$ cat src/rtl/axi4_dma_read_if.sv
// AXI4 read-address / read-data channel bundle for the 512-bit DMA read master.
interface axi4_dma_read_if;
    logic         io_axi_arvalid;
    logic         io_axi_arready;
    logic [63:0]  io_axi_araddr;
    logic         io_axi_arid;
    logic [7:0]   io_axi_arlen;
    logic [2:0]   io_axi_arsize;
    logic [1:0]   io_axi_arburst;
    logic         io_axi_rvalid;
    logic         io_axi_rready;
    logic [511:0] io_axi_rdata;
    logic         io_axi_rid;
    logic [1:0]   io_axi_rresp;
    logic         io_axi_rlast;

    modport master (
        output io_axi_arvalid, io_axi_araddr, io_axi_arid, io_axi_arlen,
               io_axi_arsize, io_axi_arburst, io_axi_rready,
        input  io_axi_arready, io_axi_rvalid, io_axi_rdata, io_axi_rid,
               io_axi_rresp, io_axi_rlast
    );

    modport slave (
        input  io_axi_arvalid, io_axi_araddr, io_axi_arid, io_axi_arlen,
               io_axi_arsize, io_axi_arburst, io_axi_rready,
        output io_axi_arready, io_axi_rvalid, io_axi_rdata, io_axi_rid,
               io_axi_rresp, io_axi_rlast
    );
endinterface

$ cat src/rtl/axi4_dma_read.sv
// AXI4 read-DMA master: issues num_burst INCR bursts and sinks the data, counting clocks and bad beats.
// Define AXI4_DMA_READ_CHECK_EN to also compare each beat against the beat-index data pattern.
module axi4_dma_read #(
    parameter int MAX_OUTSTANDING = 16
) (
    input  logic                   clk,
    input  logic                   reset,
    axi4_dma_read_if.master        axi,
    input  logic [63:0]            io_start_addr,
    input  logic [7:0]             io_len_burst,
    input  logic [31:0]            io_num_burst,
    input  logic [7:0]             io_stride,
    output logic [31:0]            io_cnt_clk,
    output logic [31:0]            io_err_cnt,
    input  logic                   io_ap_start,
    output logic                   io_ap_ready,
    output logic                   io_ap_done,
    output logic                   io_ap_idle
);
    localparam int NUM_LANES = 16;
    localparam int VEC_W     = 32;

    localparam logic [1:0] S_IDLE = 2'd0;
    localparam logic [1:0] S_RUN  = 2'd1;
    localparam logic [1:0] S_DONE = 2'd2;

    logic [1:0]  state;
    logic [63:0] araddr_q;
    logic [63:0] step_q;
    logic [7:0]  len_q;
    logic [31:0] num_q;
    logic [31:0] issued;
    logic [31:0] completed;
    logic [31:0] beat_idx;
    logic [31:0] cnt_clk;
    logic [31:0] err_cnt;
    logic [8:0]  outstanding;
    logic        arvalid_q;
    logic        rready_q;
    logic        done_q;
    logic        idle_q;

    logic        ar_hs;
    logic        r_hs;
    logic        last_hs;
    logic        final_beat;
    logic        beat_err;
    logic [31:0] issued_n;
    logic [8:0]  outstanding_n;

    // rready/arvalid are only ever high in RUN, so the handshakes imply RUN.
    assign ar_hs      = arvalid_q & axi.io_axi_arready;
    assign r_hs       = rready_q & axi.io_axi_rvalid;
    assign last_hs    = r_hs & axi.io_axi_rlast;
    assign final_beat = last_hs && ((completed + 32'd1) == num_q);
    assign issued_n   = issued + {31'd0, ar_hs};

    always_comb begin
        outstanding_n = outstanding;
        if (ar_hs && !last_hs)
            outstanding_n = outstanding + 9'd1;
        else if (!ar_hs && last_hs)
            outstanding_n = outstanding - 9'd1;
    end

`ifdef AXI4_DMA_READ_CHECK_EN
    logic [NUM_LANES-1:0][VEC_W-1:0] lanes;
    logic [NUM_LANES-1:0]            lane_bad;
    logic                            unused;

    assign lanes  = axi.io_axi_rdata;
    assign unused = axi.io_axi_rid;

    for (genvar g = 0; g < NUM_LANES; g++) begin : g_lane
        assign lane_bad[g] = (lanes[g] != beat_idx);
    end

    // A beat with both a bad response and bad data still counts once.
    assign beat_err = (axi.io_axi_rresp != 2'b00) || (|lane_bad);
`else
    logic unused;
    assign unused   = ^{axi.io_axi_rid, axi.io_axi_rdata, NUM_LANES[0], VEC_W[0]};
    assign beat_err = (axi.io_axi_rresp != 2'b00);
`endif

    always_ff @(posedge clk or posedge reset) begin
        if (reset) begin
            state       <= S_IDLE;
            araddr_q    <= '0;
            step_q      <= '0;
            len_q       <= '0;
            num_q       <= '0;
            issued      <= '0;
            completed   <= '0;
            beat_idx    <= '0;
            cnt_clk     <= '0;
            err_cnt     <= '0;
            outstanding <= '0;
            arvalid_q   <= 1'b0;
            rready_q    <= 1'b0;
            done_q      <= 1'b0;
            idle_q      <= 1'b1;
        end else begin
            done_q <= 1'b0;
            case (state)
                S_IDLE: begin
                    if (io_ap_start) begin
                        araddr_q    <= io_start_addr;
                        step_q      <= {50'd0, io_stride, 6'd0};
                        len_q       <= io_len_burst;
                        num_q       <= io_num_burst;
                        issued      <= '0;
                        completed   <= '0;
                        beat_idx    <= '0;
                        cnt_clk     <= '0;
                        err_cnt     <= '0;
                        outstanding <= '0;
                        arvalid_q   <= (io_num_burst != 32'd0);
                        rready_q    <= 1'b1;
                        idle_q      <= 1'b0;
                        state       <= S_RUN;
                    end
                end
                S_RUN: begin
                    cnt_clk     <= cnt_clk + 32'd1;
                    issued      <= issued_n;
                    outstanding <= outstanding_n;
                    if (ar_hs)
                        araddr_q <= araddr_q + step_q;
                    if (last_hs)
                        completed <= completed + 32'd1;
                    if (r_hs) begin
                        beat_idx <= beat_idx + 32'd1;
                        if (beat_err && (err_cnt != '1))
                            err_cnt <= err_cnt + 32'd1;
                    end
                    if ((num_q == 32'd0) || final_beat) begin
                        state     <= S_DONE;
                        done_q    <= 1'b1;
                        rready_q  <= 1'b0;
                        arvalid_q <= 1'b0;
                    end else begin
                        // A pending request can only see outstanding drop, so it is never withdrawn.
                        arvalid_q <= (issued_n < num_q) &&
                                     (outstanding_n < 9'(MAX_OUTSTANDING));
                    end
                end
                S_DONE: begin
                    state  <= S_IDLE;
                    idle_q <= 1'b1;
                end
                default: state <= S_IDLE;
            endcase
        end
    end

    assign axi.io_axi_arvalid = arvalid_q;
    assign axi.io_axi_araddr  = araddr_q;
    assign axi.io_axi_arid    = 1'b0;
    assign axi.io_axi_arlen   = len_q;
    assign axi.io_axi_arsize  = 3'd6;
    assign axi.io_axi_arburst = 2'b01;
    assign axi.io_axi_rready  = rready_q;

    assign io_cnt_clk  = cnt_clk;
    assign io_err_cnt  = err_cnt;
    assign io_ap_done  = done_q;
    assign io_ap_ready = done_q;
    assign io_ap_idle  = idle_q;
endmodule
$ cat src/flat_wrapper.sv
// flat-port wrapper written by rule: the top's interface ports become plain ports
module axi4_dma_read_flat 
#(
    parameter int MAX_OUTSTANDING = 16
)
  (clk, reset, io_start_addr, io_len_burst, io_num_burst, io_stride, io_cnt_clk, io_err_cnt, io_ap_start, io_ap_ready, io_ap_done, io_ap_idle, axi_io_axi_arvalid, axi_io_axi_araddr, axi_io_axi_arid, axi_io_axi_arlen, axi_io_axi_arsize, axi_io_axi_arburst, axi_io_axi_rready, axi_io_axi_arready, axi_io_axi_rvalid, axi_io_axi_rdata, axi_io_axi_rid, axi_io_axi_rresp, axi_io_axi_rlast);
  axi4_dma_read_if axi_i ();
  input  logic clk;
  input  logic reset;
  input  logic [63:0] io_start_addr;
  input  logic [7:0] io_len_burst;
  input  logic [31:0] io_num_burst;
  input  logic [7:0] io_stride;
  output logic [31:0] io_cnt_clk;
  output logic [31:0] io_err_cnt;
  input  logic io_ap_start;
  output logic io_ap_ready;
  output logic io_ap_done;
  output logic io_ap_idle;
  output wire logic [$bits(axi_i.io_axi_arvalid)-1:0] axi_io_axi_arvalid;
  output wire logic [$bits(axi_i.io_axi_araddr)-1:0] axi_io_axi_araddr;
  output wire logic [$bits(axi_i.io_axi_arid)-1:0] axi_io_axi_arid;
  output wire logic [$bits(axi_i.io_axi_arlen)-1:0] axi_io_axi_arlen;
  output wire logic [$bits(axi_i.io_axi_arsize)-1:0] axi_io_axi_arsize;
  output wire logic [$bits(axi_i.io_axi_arburst)-1:0] axi_io_axi_arburst;
  output wire logic [$bits(axi_i.io_axi_rready)-1:0] axi_io_axi_rready;
  input wire logic [$bits(axi_i.io_axi_arready)-1:0] axi_io_axi_arready;
  input wire logic [$bits(axi_i.io_axi_rvalid)-1:0] axi_io_axi_rvalid;
  input wire logic [$bits(axi_i.io_axi_rdata)-1:0] axi_io_axi_rdata;
  input wire logic [$bits(axi_i.io_axi_rid)-1:0] axi_io_axi_rid;
  input wire logic [$bits(axi_i.io_axi_rresp)-1:0] axi_io_axi_rresp;
  input wire logic [$bits(axi_i.io_axi_rlast)-1:0] axi_io_axi_rlast;
  assign axi_io_axi_arvalid = axi_i.io_axi_arvalid;
  assign axi_io_axi_araddr = axi_i.io_axi_araddr;
  assign axi_io_axi_arid = axi_i.io_axi_arid;
  assign axi_io_axi_arlen = axi_i.io_axi_arlen;
  assign axi_io_axi_arsize = axi_i.io_axi_arsize;
  assign axi_io_axi_arburst = axi_i.io_axi_arburst;
  assign axi_io_axi_rready = axi_i.io_axi_rready;
  assign axi_i.io_axi_arready = axi_io_axi_arready;
  assign axi_i.io_axi_rvalid = axi_io_axi_rvalid;
  assign axi_i.io_axi_rdata = axi_io_axi_rdata;
  assign axi_i.io_axi_rid = axi_io_axi_rid;
  assign axi_i.io_axi_rresp = axi_io_axi_rresp;
  assign axi_i.io_axi_rlast = axi_io_axi_rlast;
  axi4_dma_read #(.MAX_OUTSTANDING(MAX_OUTSTANDING)) u_core (.clk(clk), .reset(reset), .axi(axi_i), .io_start_addr(io_start_addr), .io_len_burst(io_len_burst), .io_num_burst(io_num_burst), .io_stride(io_stride), .io_cnt_clk(io_cnt_clk), .io_err_cnt(io_err_cnt), .io_ap_start(io_ap_start), .io_ap_ready(io_ap_ready), .io_ap_done(io_ap_done), .io_ap_idle(io_ap_idle));
endmodule
$ cat config.mk
export PLATFORM = sky130hd
export DESIGN_NAME = axi4_dma_read_flat
export DESIGN_NICKNAME = d
export VERILOG_FILES = /design/src/rtl/axi4_dma_read_if.sv /design/src/rtl/axi4_dma_read.sv /design/src/flat_wrapper.sv
export SDC_FILE = /design/constraint.sdc
export NUM_CORES = 1
export LEC_CHECK = 0
export ABC_AREA = 1
export BUFFER_PORTS_ARGS = -buffer_cell sky130_fd_sc_hd__clkbuf_2
export CAP_MARGIN = 0
export CORE_AREA = 5 5 302 304
export DETAILED_ROUTE_END_ITERATION = 10
export DIE_AREA = 0 0 307 309
export GPL_TIMING_DRIVEN = 0
export PLACE_DENSITY = 0.37
export SETUP_SLACK_MARGIN = 0.1
export SLEW_MARGIN = 20
export SYNTH_ARGS = -nofsm -noshare
export SYNTH_HDL_FRONTEND = slang
export SYNTH_SLANG_ARGS = --single-unit
export TNS_END_PERCENT = 100
$ cat constraint.sdc
create_clock -name clk -period 10.4 [get_ports clk]
set_input_delay 0 -clock clk [delete_from_list [all_inputs] [get_ports clk]]
set_output_delay 0 -clock clk [all_outputs]
set_load 0.1 [all_outputs]
# == Word-level counts from Yosys, hierarchy flattened ==
# Index checks and enable logic that the tools add are counted.
# op_classes
addsub,7
n_lt_le_gt_ge,2
eq_ne,10
mux,28
bitwise,3
reduce_logical,22
# ops
op,count
case mux 32 bit (2 select lines),4
2-to-1 mux 32 bit,4
2-to-1 mux 64 bit,2
case mux 64 bit (2 select lines),1
adder 32 x 1 -> 32 bit (second input constant),3
adder 64 x 14 -> 64 bit,1
adder 32 x 1 -> 32 bit,1
equality test 32 bit,1
logical NOT 32 bit,1
< comparator 32 bit,1
!= test 32 bit (second input constant),1
nonzero test 32 bit,1
2-to-1 mux 9 bit,3
case mux 9 bit (2 select lines),1
!= test 2 x 1 -> 1 bit (second input constant),5
adder 9 x 1 -> 9 bit (second input constant),1
< comparator 9 x 5 -> 1 bit (second input constant),1
AND reduction 3 bit,3
subtractor 9 x 1 -> 9 bit (second input constant),1
AND reduction 2 bit,4
2-to-1 mux 1 bit,7
case mux 1 bit (2 select lines),3
nonzero test 2 bit,3
logical AND 1 bit,5
other kinds (10),14
# totals
regBits,255
word_cells,86

# == Logic depth before layout (Yosys ltp) ==
# Gate-level depths: netlist (run 1).
# depth
ltp_word,9
mapped_depth,29
depth_no_buf,29

# == Worst setup path after synthesis (run 1) ==
# No wires, ideal clock.
# synth_timing
kind,reg2reg
startpoint,reg u_core.arvalid_q (netlist: u_core.axi.io_axi_arvalid)
endpoint,reg u_core.arvalid_q (netlist: u_core.axi.io_axi_arvalid)
setup_time_ns,0.130
arrival_ns,3.825
t_required_ns,10.270
slack_ns,6.445
path_stages_with_launch,27
path_buffers,0
path_cell_list,dfrtp_1 -> nand2_1 -> inv_1 -> ha_1 -> ha_1 -> nand2_1 -> nor2_1 -> nand2_1 -> nor2_4 -> inv_1 -> nor4_1 -> nand4_1 -> nor3_1 -> xor2_1 -> inv_1 -> ha_1 -> nand2_1 -> nor3_1 -> nand2_1 -> nor2_1 -> nor2_1 -> nand2_1 -> nor2_1 -> nand3_1 -> nor2_1 -> nand4_1 -> a21oi_1
# synth_via
elab_chain_cells,9
elab_cells_between_ends,12
# synth_lines
element,line,text
"start, declared",axi4_dma_read.sv:38,logic arvalid_q;
"start signal, assigned",axi4_dma_read.sv:118,arvalid_q <= (io_num_burst != 32'd0);
"start signal, assigned",axi4_dma_read.sv:144,arvalid_q <= (issued_n < num_q) &&
bitwise AND 1 bit (*),axi4_dma_read.sv:52,assign ar_hs = arvalid_q & axi.io_axi_arready;
"parallel branches: the longest is 5 deep, another holds adder 32 x 1 -> 32 bit",n/a,
logical AND 1 bit (*),axi4_dma_read.sv:144,
2-to-1 mux 1 bit (*),axi4_dma_read.sv:137,if ((num_q == 32'd0) || final_beat) begin
case mux 1 bit (2 select lines) (*),axi4_dma_read.sv:105,case (state)
# Mark *: on every way between the ends.
# A chain may end at the register's enable or synchronous reset.

# == Worst setup path after layout (run 1) ==
# Same ends and word-level chain as after synthesis.

==> results of run 1 <==
==> final timing paths <==
check / from / endpoint / slack, ns / depth (start not counted)
max in group asynchronous: reset / u_core.io_err_cnt[15]$_DFFE_PP0P_ / 8.68 / 6
hold reg to reg: u_core.axi.io_axi_araddr[2]$_DFFE_PP0P_ / u_core.axi.io_axi_araddr[2]$_DFFE_PP0P_ / 0.47 / 2
hold / removal: axi_io_axi_arready / u_core.issued[0]$_DFFE_PP0P_ / 0.05 / 6
setup reg to reg: u_core.axi.io_axi_arvalid$_DFFE_PP0P_ / u_core.axi.io_axi_arvalid$_DFFE_PP0P_ / 5.90 / 27
min in group asynchronous: reset / u_core.axi.io_axi_araddr[49]$_DFFE_PP0P_ / 0.51 / 4
setup / recovery: u_core.axi.io_axi_arvalid$_DFFE_PP0P_ / u_core.axi.io_axi_arvalid$_DFFE_PP0P_ / 5.90 / 27
==> worst register-to-register path, delay by kind of cell (launching register included) <==
family | cells | cell delay (ns)
AND/OR/NAND/NOR | 18 | 2.39
adder cells (fa/ha/maj) | 3 | 0.67
flip-flops | 1 | 0.52
buffers and inverters | 3 | 0.35
XOR/XNOR | 1 | 0.27
AO/OA/AOI/OAI | 2 | 0.22
==> routing by layer <==
| metal | up-vias | part of all wire | wire length (microns) |
|---|---|---|---|
| met4 | 0 | 0.026 | 1993 |
| met5 | - | 0 | 0 |
| met3 | 94 | 0.056 | 4305 |
| met2 | 425 | 0.47 | 36040 |
| met1 | 8233 | 0.45 | 34480 |
| li1 | 8632 | - | - |
==> state kept, by name, indices dropped and copies added, names as in the netlist <==
name                       flops
u_core.axi.io_axi_arlen        8
u_core.io_ap_idle              1
u_core.io_cnt_clk             32
u_core.io_err_cnt             32
u_core.completed              32
u_core.issued                 32
u_core.axi.io_axi_araddr      64
u_core.step_q                  8
u_core.axi.io_axi_arvalid      1
u_core.outstanding             9
u_core.state                   2
u_core.axi.io_axi_rready       1
u_core.num_q                  32
u_core.io_ap_done              1
==> synth_stat cells, types with 4 or more instances <==
cell and n:
a21oi_1 48, a31oi_1 5, buf_1 4, buf_2 6
buf_4 7, clkbuf_1 51, dfrtp_1 254, ha_1 46
inv_1 303, nand2_1 643, nand2_2 10, nand3_1 191
nand4_1 48, nor2_1 225, nor2_2 14, nor2_4 6
nor3_1 66, nor3_2 8, nor3b_1 6, nor4_1 24
o211ai_1 27, o21a_1 5, o21ai_0 186, o21ai_1 5
o22ai_1 45, o31ai_1 8, or2_2 15, xnor2_1 9
xor2_1 56
==> metrics by stage <==
step | utilization | setup WS, ns | cell area, sq um
2_1_floorplan | - | 3.388 | 16680
3_3_place_gp | 0.2210 | -1.318 | 19440
3_5_place_dp | 0.2222 | 5.841 | 19540
4_1_cts | 0.2484 | 5.810 | 21850
5_1_grt | 0.2484 | 5.365 | 21850
6_report | 0.2484 | 5.899 | 21850
==> power groups by stage <==
stage / Combinational (uW) / Sequential, uW / Clock (uW)
finish: 2580 / 1570 / 1250
global route: 2800 / 1610 / 1330
CTS: 2620 / 1570 / 1300
detailed placement: 2570 / 1580 / 0
global placement: 2580 / 1590 / 0
floorplan: 911 / 2520 / 0
==> final cells by class <==
class | instances | area (sq um)
clock inverters | 6 | 36.28
flip-flops and latches | 255 | 6382
clock buffers | 59 | 1131
multi-input cells | 1749 | 8859
well taps | 1165 | 1458
fillers | 9904 | 66110
diodes | 1 | 2.502
repair buffers | 377 | 2525
inverters | 309 | 1167
plain buffers | 68 | 294.0
==> cell families after synthesis <==
| kind of cell | Yosys count | share of synthesized area |
|---|---|---|
| other | 2 | 0.0004506 |
| AO/OA/AOI/OAI | 347 | 0.1173 |
| XOR/XNOR | 66 | 0.03551 |
| buffers and inverters | 377 | 0.08693 |
| flip-flops | 255 | 0.3829 |
| adder cells (fa/ha/maj) | 47 | 0.03573 |
| multiplexers | 4 | 0.002477 |
| AND/OR/NAND/NOR | 1279 | 0.3386 |
==> metrics, run 1 <==
top post-synthesis cells by area dfrtp_1 38%, nand2_1 14%, inv_1 6.8%; crit path time final between 4 and 5 ns; crit-path max cell delay 0.52 ns; HP Class input port to flip-flop; Yosys top cell area share 0.3814; Cells after DPL 3809; clk sinks 255; met2 global-route usage 0.2619; CTS H-Tree Depth 2; port bufs 260; Final Skew 0.02221 ns; Startpoint Class flip-flop; CP bufs+invs 3; max-slew violations 0; Leak 0.01005 uW; measured slew at the worst slew-check pin 0.9863 ns; Slowest cell on crit path dfrtp_1; Clock Power Share 0.232; DP HPWL about 60000 microns; family with the most delay on the worst path simple AND/OR/NAND/NOR gates; Nets 3478; Worst EP arrival 4.96 ns; commonest non-fill, non-tap cell in the layout nand2_1; largest net degree at the start of global routing just over 90; Crit path required time 10.86 ns; cell internal pwr 2531 uW; Core Region 0.08797 sq mm; Vias 17384; worst-path fanout max 5; Bufs on Longest Clock Path 3; yosys synthesis warning count 0; number of global-route vias before repair 17491; Pre-Repair DR Iteration Count 5; Post-synth EDFFs 0; Psw 2872 uW; die area ~0.095 sq mm; Synth Register Bits 255; Seq pwr share 0.290; layout cell share with drive strength beyond 1 0.1438; die height about 310 microns; Post-Syn Instances 2377; Detailed Route Iter0 Violations 1122; sw frac 0.5316; first-pass GRT wire length 113700 microns; Gate power share 0.478; cts hold-fix bufs 114; vias per inst 4.358; GR Overflow Total 0; total power 5404 uW; post_cts resized 0; Die X 307 microns; Max-slew headroom 0.3425; Total GRT Usage 0.1575; Most common cell on crit path nand2_1; sequential-to-total area share from yosys stat 0.3829; Tcrit/Tclk final 0.4328; met1 global-route usage 0.2103; share of flip-flops with an asynchronous set or reset 1.000; area delta synth->final 31.12%; wire length per cell 19.26 microns; Synth Flop Type dfrtp_1; Worst-Skew Late Latency 0.55 ns; status completed; total power divided by cell area 247.3 mW/mm^2; Starting Density 0.1895; FP Rows 109; nature of the critical path endpoint flip-flop; I/O Pins 780; final RePlAce weighted congestion 0.8643; total wire length around 77000 microns; Final Setup Violations 0; Synth Area per Inst 7.012 sq um; Hold Fails Final Rpt 0; Root Buffer clkbuf_16; CTS buffer count 38; mapped cell area 0.01667 sq mm; initial antenna violation count 1; fin cells around 4000; RSZ-0062 raised after global routing no; WHS just over 0.05 ns; post-synth top area cell dfrtp_1; Remaining DRCs 0; Crit Path Category flip-flop to flip-flop; Unique masters post-synth 61; Top Usage Layer GRT met2; Routed Antenna Nets 0; TNS Setup 0 ns; # Post-CTS Setup Buffers 0; CTS tree yes; FMAX 222.2 MHz; worst vdd ir 216.3 uV; maxcap violations 0; Worst-path clk slew 0.05 ns; met3 GRT Util 0.03149; commonest cells after routing, fill and taps aside 643 x nand2_1, 302 x inv_1, 264 x clkbuf_2
(Power assumes the default switching activity.)
==> inputs of run 2 (changes only) <==
--- a/config.mk
+++ b/config.mk
@@ -8,11 +8,11 @@
 export ABC_AREA = 1
 export BUFFER_PORTS_ARGS = -buffer_cell sky130_fd_sc_hd__clkbuf_2
 export CAP_MARGIN = 0
-export CORE_AREA = 5 5 302 304
+export CORE_AREA = 5 5 297 299
 export DETAILED_ROUTE_END_ITERATION = 10
-export DIE_AREA = 0 0 307 309
+export DIE_AREA = 0 0 302 304
 export GPL_TIMING_DRIVEN = 0
-export PLACE_DENSITY = 0.37
+export PLACE_DENSITY = 0.38
 export SETUP_SLACK_MARGIN = 0.1
 export SLEW_MARGIN = 20
 export SYNTH_ARGS = -nofsm -noshare
==> constraint.sdc (replaced) <==
create_clock -name clk -period 4.6 [get_ports clk]
set_input_delay 0 -clock clk [delete_from_list [all_inputs] [get_ports clk]]
set_output_delay 0 -clock clk [all_outputs]
set_load 0.1 [all_outputs]
==> run 2 against run 1 <==
Sequential share of layout area down 0.34 points. Clock power up 140%. Clock-buffer cell count down 2. Flip-flop and latch count unchanged. Largest power group unchanged.
==> metrics, run 2 (synthesis gave the netlist of run 1 again) <==
status completed (unchanged); largest net degree at the start of global routing 31 (was 92); Nets 3488 (was 3478); Worst-Skew Late Latency 0.55 ns (about the same); Hold Fails Final Rpt 0 (unchanged); layout cell share with drive strength beyond 1 0.1537 (was 0.1438); Total GRT Usage 0.1607 (was 0.1575); worst-path fanout max 5 (unchanged); crit path time final 4.141 ns (was 4.501 ns); TNS Setup 0 ns (unchanged); measured slew at the worst slew-check pin 1.130 ns (was 0.9863 ns); Min-Delay Path Depth 6 (unchanged); FF-to-FF path depth 25 (was 27); CTS H-Tree Depth 2 (unchanged); wire length per cell 19.02 microns (was 19.26 microns); FMAX 241.5 MHz (was 222.2 MHz); DP HPWL 60190 microns (was 60360 microns); Hold Path Sink u_core.issued[0]$_DFFE_PP0P_ (unchanged); reg2reg start u_core.axi.io_axi_arvalid$_DFFE_PP0P_ (unchanged); FILL cells 9502 (was 9904); ANT cells 0 (was 1); Tcrit/Tclk final 0.9003 (was 0.4328); final RePlAce weighted congestion 0.8660 (was 0.8643); Final Setup Violations 0 (unchanged); Slowest cell on crit path dfrtp_2 (was dfrtp_1); max-slew violations 0 (unchanged); Starting Density 0.1964 (was 0.1895); GR Overflow Total 0 (unchanged); CTS tree yes (unchanged); I/O Pins 780 (unchanged); Bufs on Longest Clock Path 3 (unchanged); RSZ-0062 raised after global routing no (unchanged); Vias 17442 (was 17384); vias per inst 4.382 (was 4.358); die area 0.09181 sq mm (was 0.09486 sq mm); Core Region 0.08488 sq mm (was 0.08797 sq mm); Leak 0.01016 uW (was 0.01005 uW); FP Rows 107 (was 109); Startpoint Class flip-flop (unchanged); Crit Path Category flip-flop to flip-flop (unchanged); HP Class input port to flip-flop (unchanged); Remaining DRCs 0 (unchanged); total wire length 75690 microns (was 76810 microns); max reg flops 64 (unchanged); Crit path required time 5.06 ns (was 10.86 ns); CTS buffer count 37 (was 38); worst vdd ir 648.8 uV (was 216.3 uV); number of global-route vias before repair 17579 (was 17491); Worst-path clk slew 0.06 ns (was 0.05 ns); nature of the critical path endpoint flip-flop (unchanged); Die X 302 microns (was 307 microns); R2R Path End u_core.axi.io_axi_arvalid$_DFFE_PP0P_ (unchanged); area delta synth->final 32.70% (was 31.12%); Worst EP arrival 4.60 ns (was 4.96 ns); Detailed Route Iter0 Violations 1059 (was 1122); initial antenna violation count 0 (was 1); Max-slew headroom 0.2388 (was 0.3425); Reg2Reg Setup Slack 0.46 ns (was 5.90 ns); crit-path max cell delay 0.43 ns (was 0.52 ns); Worst Hold Launch axi_io_axi_arready (unchanged); total power divided by cell area 559.4 mW/mm^2 (was 247.3 mW/mm^2); Pre-Repair DR Iteration Count 8 (was 5); commonest non-fill, non-tap cell in the layout nand2_1 (unchanged); clk sinks 255 (unchanged); Most common cell on crit path nand2_1 (unchanged); die height 304 microns (was 309 microns); port bufs 260 (unchanged); maxcap violations 0 (unchanged); commonest cells after routing, fill and taps aside 640 x nand2_1, 300 x inv_1, 262 x clkbuf_2 (was 643 x nand2_1, 302 x inv_1, 264 x clkbuf_2); first-pass GRT wire length 112800 microns (was 113700 microns); Util after Layout 0.2606 (was 0.2484); Root Buffer clkbuf_16 (unchanged); Final Skew 0.01545 ns (was 0.02221 ns); Routed Antenna Nets 0 (unchanged)
run 2: worst max path at each step:
stage | startpoint | endpoint | slack [ns] | cells past startpoint
5_1_grt | u_core.axi.io_axi_arvalid$_DFFE_PP0P_ | u_core.axi.io_axi_arvalid$_DFFE_PP0P_ | 0.08 | 26
6_report | u_core.axi.io_axi_arvalid$_DFFE_PP0P_ | u_core.axi.io_axi_arvalid$_DFFE_PP0P_ | 0.46 | 25
3_3_place_gp | reset | u_core.num_q[20]$_DFFE_PP0P_ | -1.23 | 2
2_1_floorplan | u_core.axi.io_axi_arvalid$_DFFE_PP0P_ | u_core.axi.io_axi_arvalid$_DFFE_PP0P_ | 0.64 | 26
3_5_place_dp | u_core.axi.io_axi_arvalid$_DFFE_PP0P_ | u_core.axi.io_axi_arvalid$_DFFE_PP0P_ | -0.14 | 27
4_1_cts | u_core.axi.io_axi_arvalid$_DFFE_PP0P_ | u_core.axi.io_axi_arvalid$_DFFE_PP0P_ | 0.10 | 29
run 2: power by group:
group | switching (uW) | internal (uW)
Sequential | 722 | 2820
Clock | 1160 | 1800
Combinational | 4620 | 1250
run 2: final cells by class:
class	count	area, sq um	share of cell area
multi-input combinational	1749	8932	0.4039
clock inverter	10	136.4	0.006166
sequential	255	6384	0.2886
inverter	309	1164	0.05261
buffer	68	291.5	0.01318
tap	1144	1431	0.06472
clock buffer	57	1091	0.04933
timing repair buffer	388	2688	0.1215
run 2: through the flow:
step / hold WS, ns / total power, uW / instances / setup WS (ns) / cell area, sq um
2_1_floorplan: 0.1166 / 7752 / 2381 / 0.6449 / 16690
3_3_place_gp: 0.2070 / 9397 / 3785 / -1.230 / 19420
3_5_place_dp: 0.02222 / 9398 / 3795 / -0.1448 / 19640
4_1_cts: 0.07025 / 12520 / 3976 / 0.1009 / 22020
5_1_grt: 0.03777 / 13110 / 3980 / 0.07835 / 22120
6_report: 0.009019 / 12370 / 3980 / 0.4587 / 22120
run 2: layer usage:
| layer | vias up | part of all wire | global-route usage |
|---|---|---|---|
| met3 | 93 | 0.053 | 0.03139 |
| li1 | 8664 | - | - |
| met5 | - | 0 | 0 |
| met4 | 0 | 0.025 | 0.04108 |
| met2 | 422 | 0.48 | 0.2760 |
| met1 | 8263 | 0.44 | 0.2068 |
run 2: worst max-delay path: cells and delay by family, from the launching register on:
family / cells / cell delay [ns]
simple gates: 16 / 2.16
fa+ha+maj: 3 / 0.66
flops: 1 / 0.43
compound gates: 2 / 0.34
buf+inv: 3 / 0.26
xor+xnor: 1 / 0.23
run 2: repair_timing:
item                       4_1_cts  5_1_grt
gates cloned                     0        0
hold endpoints to repair       164        0
buffers inserted                 0        4
hold buffers                   114        0
setup endpoints to repair        1        1
pin swaps                        0       10
gates resized for setup          4       19
==> inputs of run 3 (changes only) <==
--- a/config.mk
+++ b/config.mk
@@ -6,11 +6,11 @@
 export NUM_CORES = 1
 export LEC_CHECK = 0
 export ABC_AREA = 1
-export BUFFER_PORTS_ARGS = -buffer_cell sky130_fd_sc_hd__clkbuf_2
+export BUFFER_PORTS_ARGS = -buffer_cell sky130_fd_sc_hd__buf_2
 export CAP_MARGIN = 0
-export CORE_AREA = 5 5 297 299
+export CORE_AREA = 5 5 304 306
 export DETAILED_ROUTE_END_ITERATION = 10
-export DIE_AREA = 0 0 302 304
+export DIE_AREA = 0 0 309 311
 export GPL_TIMING_DRIVEN = 0
 export PLACE_DENSITY = 0.38
 export SETUP_SLACK_MARGIN = 0.1
==> constraint.sdc (replaced) <==
create_clock -name clk -period 3.6 [get_ports clk]
set_input_delay 0 -clock clk [delete_from_list [all_inputs] [get_ports clk]]
set_output_delay 0 -clock clk [all_outputs]
set_load 0.1 [all_outputs]
==> run 3 against run 2 <==
The run now ends with setup timing left. First-iteration DRC count increased by 4.5%. Global-route usage decreased by 0.62 points. Final cell count increased by 1.1%. Power increased by 28%. Largest power group unchanged. Wire length is 0.64% higher. Register-to-register slack got worse by 0.54 ns. Critical path depth stayed put. Flip-flop and latch count did not move.
==> metrics, run 3 (synthesis gave the netlist of run 1 again) <==
status finished with violations (was completed); violated checks setup timing; Hold Fails Final Rpt 0 (unchanged); Worst EP arrival 4.18 ns (was 4.60 ns); Startpoint Class flip-flop (unchanged); R2R Path End u_core.axi.io_axi_arvalid$_DFFE_PP0P_ (unchanged); Starting Density 0.1866 (was 0.1964); measured slew at the worst slew-check pin 1.032 ns (was 1.130 ns); CTS tree yes (unchanged); Levels on crit path 25 (unchanged); Core Region 0.08932 sq mm (was 0.08488 sq mm); Worst-path clk slew 0.06 ns (about the same); Setup WS post-layout -0.08480 ns (was 0.4587 ns); total wire length 76180 microns (was 75690 microns); initial antenna violation count 9 (was 0); crit-path max cell delay 0.43 ns (about the same); WHS 0.03552 ns (was 0.009019 ns); Leak 0.01028 uW (was 0.01016 uW); CP bufs+invs 3 (unchanged); area delta synth->final 34.10% (was 32.70%); Tcrit/Tclk final 1.024 (was 0.9003); worst-path fanout max 4 (was 5); maxcap violations 0 (unchanged); port bufs 260 (unchanged); FP Rows 110 (was 107); Max-slew headroom 0.3121 (was 0.2388); layout cell share with drive strength beyond 1 0.1620 (was 0.1537); Routed Antenna Nets 0 (unchanged); HP Class input port to flip-flop (unchanged); Crit path required time 4.09 ns (was 5.06 ns); clk sinks 255 (unchanged); Reg2Reg Setup Slack -0.08 ns (was 0.46 ns); crit path time final 3.685 ns (was 4.141 ns); family with the most delay on the worst path simple AND/OR/NAND/NOR gates (unchanged); Worst Hold Launch axi_io_axi_arready (unchanged); RSZ-0062 raised after global routing yes (was no); Final Setup Violations 1 (was 0); Hold Path Sink u_core.issued[0]$_DFFE_PP0P_ (unchanged); total power divided by cell area 709.1 mW/mm^2 (was 559.4 mW/mm^2); TNS Setup -0.08480 ns (was 0 ns); vias per inst 4.366 (was 4.382); commonest non-fill, non-tap cell in the layout nand2_1 (unchanged); DP HPWL 60930 microns (was 60190 microns); Slowest cell on crit path dfrtp_2 (unchanged); Vias 17562 (was 17442); nature of the critical path endpoint flip-flop (unchanged); Min-Delay Path Depth 6 (unchanged); Final Skew 0.02846 ns (was 0.01545 ns); Detailed Route Iter0 Violations 1107 (was 1059); CTS buffer count 37 (unchanged); Crit Path Category flip-flop to flip-flop (unchanged); Pre-Repair DR Iteration Count 5 (was 8); largest net degree at the start of global routing 29 (was 31); first-pass GRT wire length 113400 microns (was 112800 microns); I/O Pins 780 (unchanged); Nets 3498 (was 3488); CTS H-Tree Depth 2 (unchanged); wire length per cell 18.94 microns (was 19.02 microns); die height 311 microns (was 304 microns); Remaining DRCs 0 (unchanged); number of global-route vias before repair 17841 (was 17579); worst vdd ir 615.1 uV (was 648.8 uV); Bufs on Longest Clock Path 3 (unchanged); max reg flops 64 (unchanged); FMAX 271.4 MHz (was 241.5 MHz); GR Overflow Total 0 (unchanged); Total GRT Usage 0.1545 (was 0.1607); Root Buffer clkbuf_16 (unchanged); FF-to-FF path depth 25 (unchanged); Worst-Skew Late Latency 0.57 ns (was 0.55 ns); reg2reg start u_core.axi.io_axi_arvalid$_DFFE_PP0P_ (unchanged); commonest cells after routing, fill and taps aside 638 x nand2_1, 297 x inv_1, 266 x buf_2 (was 640 x nand2_1, 300 x inv_1, 262 x clkbuf_2); final RePlAce weighted congestion 0.8512 (was 0.8660); Die X 309 microns (was 302 microns); max-slew violations 0 (unchanged); die area 0.09610 sq mm (was 0.09181 sq mm)
==> run 3: cell types whose count changed in the layout (fill, tap and decap cells not counted), moves of 3 or more <==
cell,delta
inv_1,-3
clkinvlp_4,+3
ha_4,+3
nor2_4,+3
nor2_1,-3
nor3_4,+3
buf_4,+10
buf_2,+260
clkbuf_2,-260
==> run 3: how the worst max path moves through the flow <==
stage                                                from                               endpoint
global placement                                    reset  u_core.axi.io_axi_arvalid$_DFFE_PP0P_
detailed placement  u_core.axi.io_axi_arvalid$_DFFE_PP0P_  u_core.axi.io_axi_arvalid$_DFFE_PP0P_
finish              u_core.axi.io_axi_arvalid$_DFFE_PP0P_  u_core.axi.io_axi_arvalid$_DFFE_PP0P_
CTS                 u_core.axi.io_axi_arvalid$_DFFE_PP0P_  u_core.axi.io_axi_arvalid$_DFFE_PP0P_
floorplan                                           reset  u_core.axi.io_axi_arvalid$_DFFE_PP0P_
global route        u_core.axi.io_axi_arvalid$_DFFE_PP0P_  u_core.axi.io_axi_arvalid$_DFFE_PP0P_
==> run 3: per-layer routing <==
layer	vias to the layer above	global-route usage	part of all wire
met5	-	0	0.00054
met4	6	0.04509	0.029
met3	98	0.03077	0.052
met2	385	0.2645	0.48
met1	8383	0.1969	0.43
li1	8690	-	-
==> run 3: cell type report <==
| type | count | area [sq um] |
|---|---|---|
| plain buffers | 68 | 291.5 |
| diodes | 1 | 2.502 |
| inverters | 309 | 1170 |
| flip-flops and latches | 255 | 6384 |
| well taps | 1176 | 1471 |
| multi-input cells | 1749 | 9049 |
| repair buffers | 398 | 2755 |
| clock buffers | 56 | 1120 |
| fillers | 9978 | 66970 |
| clock inverters | 10 | 108.9 |
==> run 3: what timing repair did <==
item	CTS	global route
hold endpoints to repair	202	0
pin swaps	14	14
buffers inserted	10	4
gates resized for setup	28	19
setup endpoints to repair	1	6
hold buffers	114	0
==> run 3: tightest hold or removal path, stage by stage <==
cell	delay, ns
buf_2	0.11
nand2_4	0.08
inv_4	0.09
ha_4	0.15
nand2_1	0.05
nand2_1	0.06
==> run 3: power breakdown <==
part,switching (uW),total (uW),internal (uW)
Sequential,896,4500,3600
Clock,1490,3780,2290
Combinational,5940,7570,1640
Total,8320,15800,7530
==> run 3: metrics by stage <==
step	total power, uW	worst slack [ns]	cell area, sq um	instances	util
2_1_floorplan	9910	-0.04133	16700	2381	-
3_3_place_gp	11980	-2.651	19470	3817	0.2180
3_5_place_dp	11980	-0.5671	19680	3827	0.2204
4_1_cts	16010	-0.1981	22250	4017	0.2491
5_1_grt	16790	-0.3994	22350	4022	0.2502
6_report	15850	-0.08480	22350	4022	0.2502
